**src/rtl/uart_rx_cmd_ctrl.sv**
```systemverilog
// Frames UART_Rx bytes into one-cycle register write/read strobes, counts errors, owns Rx line config.
// Strobes and frame_err are registered one cycle after the deciding byte; no backpressure, bytes arrive at line rate.
module uart_rx_cmd_ctrl #(
    parameter int         ADDR_WIDTH     = 8,
    parameter logic [7:0] SYNC_BYTE      = 8'hA5,
    parameter int         TIMEOUT_CYCLES = 4096,
    parameter int         ERR_CNT_WIDTH  = 8
) (
    input  logic                     CLK,
    input  logic                     RST,
    input  logic                     RX_IN,
    input  logic [7:0]               rx_p_data,
    input  logic                     rx_data_valid,
    input  logic                     rx_par_err,
    input  logic                     rx_stp_err,
    input  logic                     cfg_load,
    input  logic                     cfg_par_en,
    input  logic                     cfg_par_typ,
    input  logic [5:0]               cfg_prescale,
    output logic                     rx_par_en,
    output logic                     rx_par_typ,
    output logic [5:0]               rx_prescale,
    output logic                     cfg_rej,
    output logic                     reg_wr_en,
    output logic                     reg_rd_en,
    output logic [ADDR_WIDTH-1:0]    reg_addr,
    output logic [7:0]               reg_wdata,
    output logic                     frame_err,
    output logic [1:0]               err_code,
    output logic [ERR_CNT_WIDTH-1:0] err_cnt,
    input  logic                     err_cnt_clr
);
    localparam int         TO_W      = $clog2(TIMEOUT_CYCLES) + 1;
    localparam int         IDLE_W    = 10;
    localparam logic [7:0] CMD_WR    = 8'h01;
    localparam logic [7:0] CMD_RD    = 8'h02;
    localparam logic [1:0] E_TIMEOUT = 2'b00;
    localparam logic [1:0] E_LINE    = 2'b01;
    localparam logic [1:0] E_CMD     = 2'b10;
    localparam logic [1:0] E_CHK     = 2'b11;

    typedef enum logic [2:0] {
        S_IDLE,
        S_CMD,
        S_ADDR,
        S_DATA,
        S_CHK,
        S_ISSUE
    } state_t;

    state_t            state;
    state_t            state_nxt;
    logic              line_err;
    logic              acc;
    logic              in_frame;
    logic              timed_out;
    logic              abort;
    logic [1:0]        abort_code;
    logic              cnt_inc;
    logic              is_wr;
    logic [7:0]        chk;
    logic [TO_W-1:0]   to_cnt;
    logic [IDLE_W-1:0] idle_cnt;
    logic [IDLE_W-1:0] idle_thr;
    logic              pend_vld;
    logic              pend_par_en;
    logic              pend_par_typ;
    logic [5:0]        pend_prescale;
    logic              cfg_legal;
    logic              cfg_apply;

    // An error pulse discards the byte that came with it.
    assign line_err  = rx_par_err | rx_stp_err;
    assign acc       = rx_data_valid & ~line_err;
    assign in_frame  = (state != S_IDLE) && (state != S_ISSUE);
    assign timed_out = (to_cnt == TO_W'(TIMEOUT_CYCLES - 1));

    always_ff @(posedge CLK) begin
        if (!RST) begin
            state <= S_IDLE;
        end else begin
            state <= state_nxt;
        end
    end

    always_comb begin
        state_nxt  = state;
        abort      = 1'b0;
        abort_code = E_TIMEOUT;
        case (state)
            S_IDLE, S_ISSUE: begin
                state_nxt = S_IDLE;
                if (acc && (rx_p_data == SYNC_BYTE)) begin
                    state_nxt = S_CMD;
                end
            end
            default: begin
                if (line_err) begin
                    abort      = 1'b1;
                    abort_code = E_LINE;
                end else if (acc) begin
                    case (state)
                        S_CMD: begin
                            if ((rx_p_data == CMD_WR) || (rx_p_data == CMD_RD)) begin
                                state_nxt = S_ADDR;
                            end else begin
                                abort      = 1'b1;
                                abort_code = E_CMD;
                            end
                        end
                        S_ADDR:  state_nxt = is_wr ? S_DATA : S_CHK;
                        S_DATA:  state_nxt = S_CHK;
                        S_CHK: begin
                            if (rx_p_data == chk) begin
                                state_nxt = S_ISSUE;
                            end else begin
                                abort      = 1'b1;
                                abort_code = E_CHK;
                            end
                        end
                        default: state_nxt = S_IDLE;
                    endcase
                end else if (timed_out) begin
                    abort      = 1'b1;
                    abort_code = E_TIMEOUT;
                end
                if (abort) begin
                    state_nxt = S_IDLE;
                end
            end
        endcase
    end

    always_comb begin
        reg_wr_en = 1'b0;
        reg_rd_en = 1'b0;
        if (state == S_ISSUE) begin
            reg_wr_en = is_wr;
            reg_rd_en = ~is_wr;
        end
    end

    always_ff @(posedge CLK) begin
        if (!RST) begin
            is_wr     <= 1'b0;
            chk       <= 8'h00;
            reg_addr  <= '0;
            reg_wdata <= 8'h00;
            to_cnt    <= '0;
            frame_err <= 1'b0;
            err_code  <= 2'b00;
        end else begin
            frame_err <= abort;
            if (abort) begin
                err_code <= abort_code;
            end
            if (in_frame && !acc) begin
                to_cnt <= to_cnt + TO_W'(1);
            end else begin
                to_cnt <= '0;
            end
            if (acc) begin
                case (state)
                    S_CMD: begin
                        is_wr <= (rx_p_data == CMD_WR);
                        chk   <= rx_p_data;
                    end
                    S_ADDR: begin
                        reg_addr <= ADDR_WIDTH'(rx_p_data);
                        chk      <= chk ^ rx_p_data;
                    end
                    S_DATA: begin
                        reg_wdata <= rx_p_data;
                        chk       <= chk ^ rx_p_data;
                    end
                    default: ;
                endcase
            end
        end
    end

    // Line errors between frames are counted even though no frame is aborted.
    assign cnt_inc = abort | (line_err & ~in_frame);

    always_ff @(posedge CLK) begin
        if (!RST) begin
            err_cnt <= '0;
        end else if (err_cnt_clr) begin
            err_cnt <= '0;
        end else if (cnt_inc && (err_cnt != '1)) begin
            err_cnt <= err_cnt + ERR_CNT_WIDTH'(1);
        end
    end

    assign cfg_legal = (cfg_prescale == 6'd4) || (cfg_prescale == 6'd8) ||
                       (cfg_prescale == 6'd16) || (cfg_prescale == 6'd32);
    // Twelve bit-times of continuous mark guarantees no character is in flight.
    assign idle_thr  = IDLE_W'(rx_prescale) * IDLE_W'(12);
    assign cfg_apply = pend_vld && (state == S_IDLE) && (idle_cnt >= idle_thr);

    always_ff @(posedge CLK) begin
        if (!RST) begin
            rx_par_en     <= 1'b0;
            rx_par_typ    <= 1'b0;
            rx_prescale   <= 6'd8;
            pend_vld      <= 1'b0;
            pend_par_en   <= 1'b0;
            pend_par_typ  <= 1'b0;
            pend_prescale <= 6'd8;
            idle_cnt      <= '0;
            cfg_rej       <= 1'b0;
        end else begin
            cfg_rej <= cfg_load & ~cfg_legal;
            if (!RX_IN) begin
                idle_cnt <= '0;
            end else if (idle_cnt != '1) begin
                idle_cnt <= idle_cnt + IDLE_W'(1);
            end
            if (cfg_apply) begin
                rx_par_en   <= pend_par_en;
                rx_par_typ  <= pend_par_typ;
                rx_prescale <= pend_prescale;
                pend_vld    <= 1'b0;
            end
            if (cfg_load && cfg_legal) begin
                pend_par_en   <= cfg_par_en;
                pend_par_typ  <= cfg_par_typ;
                pend_prescale <= cfg_prescale;
                pend_vld      <= 1'b1;
            end
        end
    end
endmodule

```
**config.mk**
```make
export PLATFORM = sky130hd
export DESIGN_NAME = uart_rx_cmd_ctrl
export DESIGN_NICKNAME = d
export VERILOG_FILES = /design/src/rtl/uart_rx_cmd_ctrl.sv
export SDC_FILE = /design/constraint.sdc
export NUM_CORES = 1
export LEC_CHECK = 0
export CAP_MARGIN = 20
export CORE_UTILIZATION = 49
export DETAILED_ROUTE_END_ITERATION = 8
export GPL_TIMING_DRIVEN = 1
export PLACE_DENSITY = 0.77
export SYNTH_ARGS = -nofsm -noshare
export SYNTH_HDL_FRONTEND = slang
export SYNTH_SLANG_ARGS = --single-unit
```
**constraint.sdc**
```tcl
create_clock -name CLK -period 3 [get_ports CLK]
set_clock_uncertainty 0.15 [all_clocks]
set_input_delay 0.3 -clock CLK [delete_from_list [all_inputs] [get_ports CLK]]
set_output_delay 0.3 -clock CLK [all_outputs]
set_load 0.03 [all_outputs]
```
==> results.cfg <==
[outcome]
run_status = complete, no violations

[setup_path]
setup.worst_path.class = reg -> reg
path_delay_family = compound AO/OA/AOI/OAI gates
endpoint_kind = register
cpPeakStageDelay_ns = 0.37
startpoint_type = register
timing.rr.end = rx_par_en
cp.arrival_ns = 2.99
cp_max_fo = 5
crit_required_ns = 3.09
cp_cell_sequence = ha_4 > inv_2 > fa_2 > nor2b_1 > o21ai_1 > nand2b_1 > xor2_1 > ha_1 > a211o_1 > o2111ai_2 > a21oi_2 > o2111a_2 > mux2i_1
reg2reg_slack_ns = 0.10
cp_slowest_cell = dfxtp_4
r2r_start = rx_prescale[1]
critPathBufInv = 1
reg2reg_depth = 13

[route]
drc = 0
num_vias = 3371
via_per_inst = 5.31
drtIter0Drc = 87
wl_mm = 8.66
wl_per_cell_um = 13.6
ant_nets = 0
firstDrtPassIters = 4

[clock_tree]
cts_made_buffers = 9
cts_tree = done
insertion_delay_ns = 0.36
cts-root-buf = clkbuf_8
clk_pin_slew_ns = 0.08
cts.sinks = 80
cts_htree_levels = 3
cts_hold_buf = 0
clockBufferDepth = 2

[min_path]
min_to = rx_prescale[1]
min_path_type = reg -> reg
hold_start = pend_prescale[1]
hold_depth = 2

[global_route]
gr-total-overflow = 0
grt_first_pass_wirelength_mm = 14.6
antenna_found_initial = 0
grt_max_degree = 26
grt.total_usage = 0.217
grt_pass1_vias = 3227

[sta]
min_period_over_period = 0.966
holdWs_ns = 0.304
fin_tns_setup_ns = 0
finalHoldViolations = 0
fmaxAchievable_mhz = 345
slew_violations = 0
period_needed_ns = 2.90
setup_viol = 0
slew_headroom = 0.570
rsz0062_at_grt = true
setup_slack_ns = 0.102
worst_slew_pin_slew_ns = 0.629

[synthesis]
synth_commonest_cells = dfxtp_1 (80), nor2_1 (72), nand2_1 (52), mux2i_1 (31), xnor2_1 (29)
yosys.area.top_type = dfxtp_1
yosys.area.top_type_share = 0.406
synth.area.top_cells = dfxtp_1 (41%), mux2i_1 (7.9%), nor2_1 (6.9%)
synth_seq_cells = 80
synth_area_um2 = 3940
async_reset_ff_frac = 0
synthesis.nets = 500
yosys_warnings = 0
synth_most_common_cell = dfxtp_1
synthCells = 457
synth_cell_types = 51
synth_ff_type = dfxtp_1
synth_edf_count = 0
syn_avg_cell_area_um2 = 8.62
yosysSeqAreaShare = 0.406

[floorplan]
core_area_um2 = 7770
rows = 32
initial_utilization = 0.507
boundaryPins = 62
die_area_um2 = 8400
die_y_um = 91.7
fp.dieW_um = 91.7

[cells_and_area]
drive_gt1_frac = 0.0957
final_cell_area_um2 = 4980
fillCellCount = 655
finalNonFillerCells = 635
syn2layout_area_growth_pct = 26.5
fin_nets = 571
diodes = 0

[job]
drv_cap = 0

[place]
pre_cts_slack_ns = -0.114
io_buffers = 61
hpwl_mm = 6.28
gp_congestion = 0.851
dp_cells = 618
dpl-instance-area_um2 = 4740

[pwr]
vdd_drop_max_mv = 0.262
p_leak_nw = 1.85
power_density_nw_per_um2 = 396
-- state kept, by name (all words and copies together) (netlist names), 2 cells and up --
name           cells
rx_prescale        6
err_cnt            8
reg_wdata          8
chk                8
idle_cnt          10
reg_addr           8
err_code           2
to_cnt            13
state              3
pend_prescale      6
-- per-layer routing --
layer  up-vias  track usage  wire length (um)
li1       1713            -                 -
met5         -            0                 0
met1      1573        0.259              3970
met2        71        0.374              4230
met3        14       0.0481               343
met4         0       0.0899               120
-- timing repair --
action                                  4_1_cts  5_1_grt
gates resized for setup                       2        8
hold endpoints to repair                      0        0
cloned                                        1        0
pin swaps                                     1        7
endpoints found under the setup margin        9        9
buffers inserted                              0        0
-- placed cells by master (no fill, tap or decap), drive strengths merged, types with 11 or more instances in the layout --
master         count
xnor2             29
xor2              11
ha                18
nand2             52
a21oi             18
buf               17
dfxtp             80
mux2i             31
nand3             16
inv               15
clkdlybuf4s50     61
nor2              72
-- logic make-up (layout without fill, tap and decap cells) --
family / count (synthesis) / after routing / share of synthesized area
AO/OA/AOI/OAI: 56 / 57 / 0.0921
XOR/XNOR: 40 / 40 / 0.0889
adder cells (fa/ha/maj): 20 / 20 / 0.0648
buffers and inverters: 33 / 108 / 0.0343
flip-flops: 80 / 80 / 0.406
multiplexers: 31 / 31 / 0.0788
AND/OR/NAND/NOR: 197 / 197 / 0.235
-- layout make-up --
type,instances,area (um^2),share of cell area
sequential,80,1610,0.323
inverter,14,52.6,0.0105
multi-input combinational,345,2250,0.451
clock buffer,9,124,0.0249
timing repair buffer,78,751,0.151
clock inverter,7,71.3,0.0143
tap,102,128,0.0256
-- worst max path at each step --
stage | start | end | slack [ns] | cells past startpoint
3_5_place_dp | rx_prescale[1] | rx_par_en | -0.11 | 13
2_1_floorplan | rx_prescale[1] | rx_prescale[2] | 0.008 | 14
5_1_grt | rx_prescale[1] | rx_prescale[4] | -0.02 | 13
4_1_cts | rx_prescale[1] | rx_par_en | 0.003 | 13
6_report | rx_prescale[1] | rx_par_en | 0.10 | 13
3_3_place_gp | rx_prescale[1] | rx_prescale[2] | -0.05 | 13
-- through the flow --
stage / total power [mW] / utilization
floorplan: 1.15 / -
global placement: 1.21 / 0.611
detailed placement: 1.21 / 0.611
CTS: 1.99 / 0.638
global route: 2.05 / 0.641
finish: 1.98 / 0.641
-- report_power, final --
group / internal [mW] / switching (mW) / leakage (nW)
Clock: 0.385 / 0.400 / 0.103
Combinational: 0.0567 / 0.0643 / 1.10
Sequential: 1.06 / 0.00443 / 0.647
Total: 1.51 / 0.469 / 1.85
-- worst min-delay path, delay by kind of cell (launching register included) --
| kind | cells | cell delay (ns) |
|---|---|---|
| flops | 1 | 0.31 |
| simple gates | 1 | 0.05 |
| mux | 1 | 0.05 |
No activity file was read; power rests on OpenSTA's default activity.
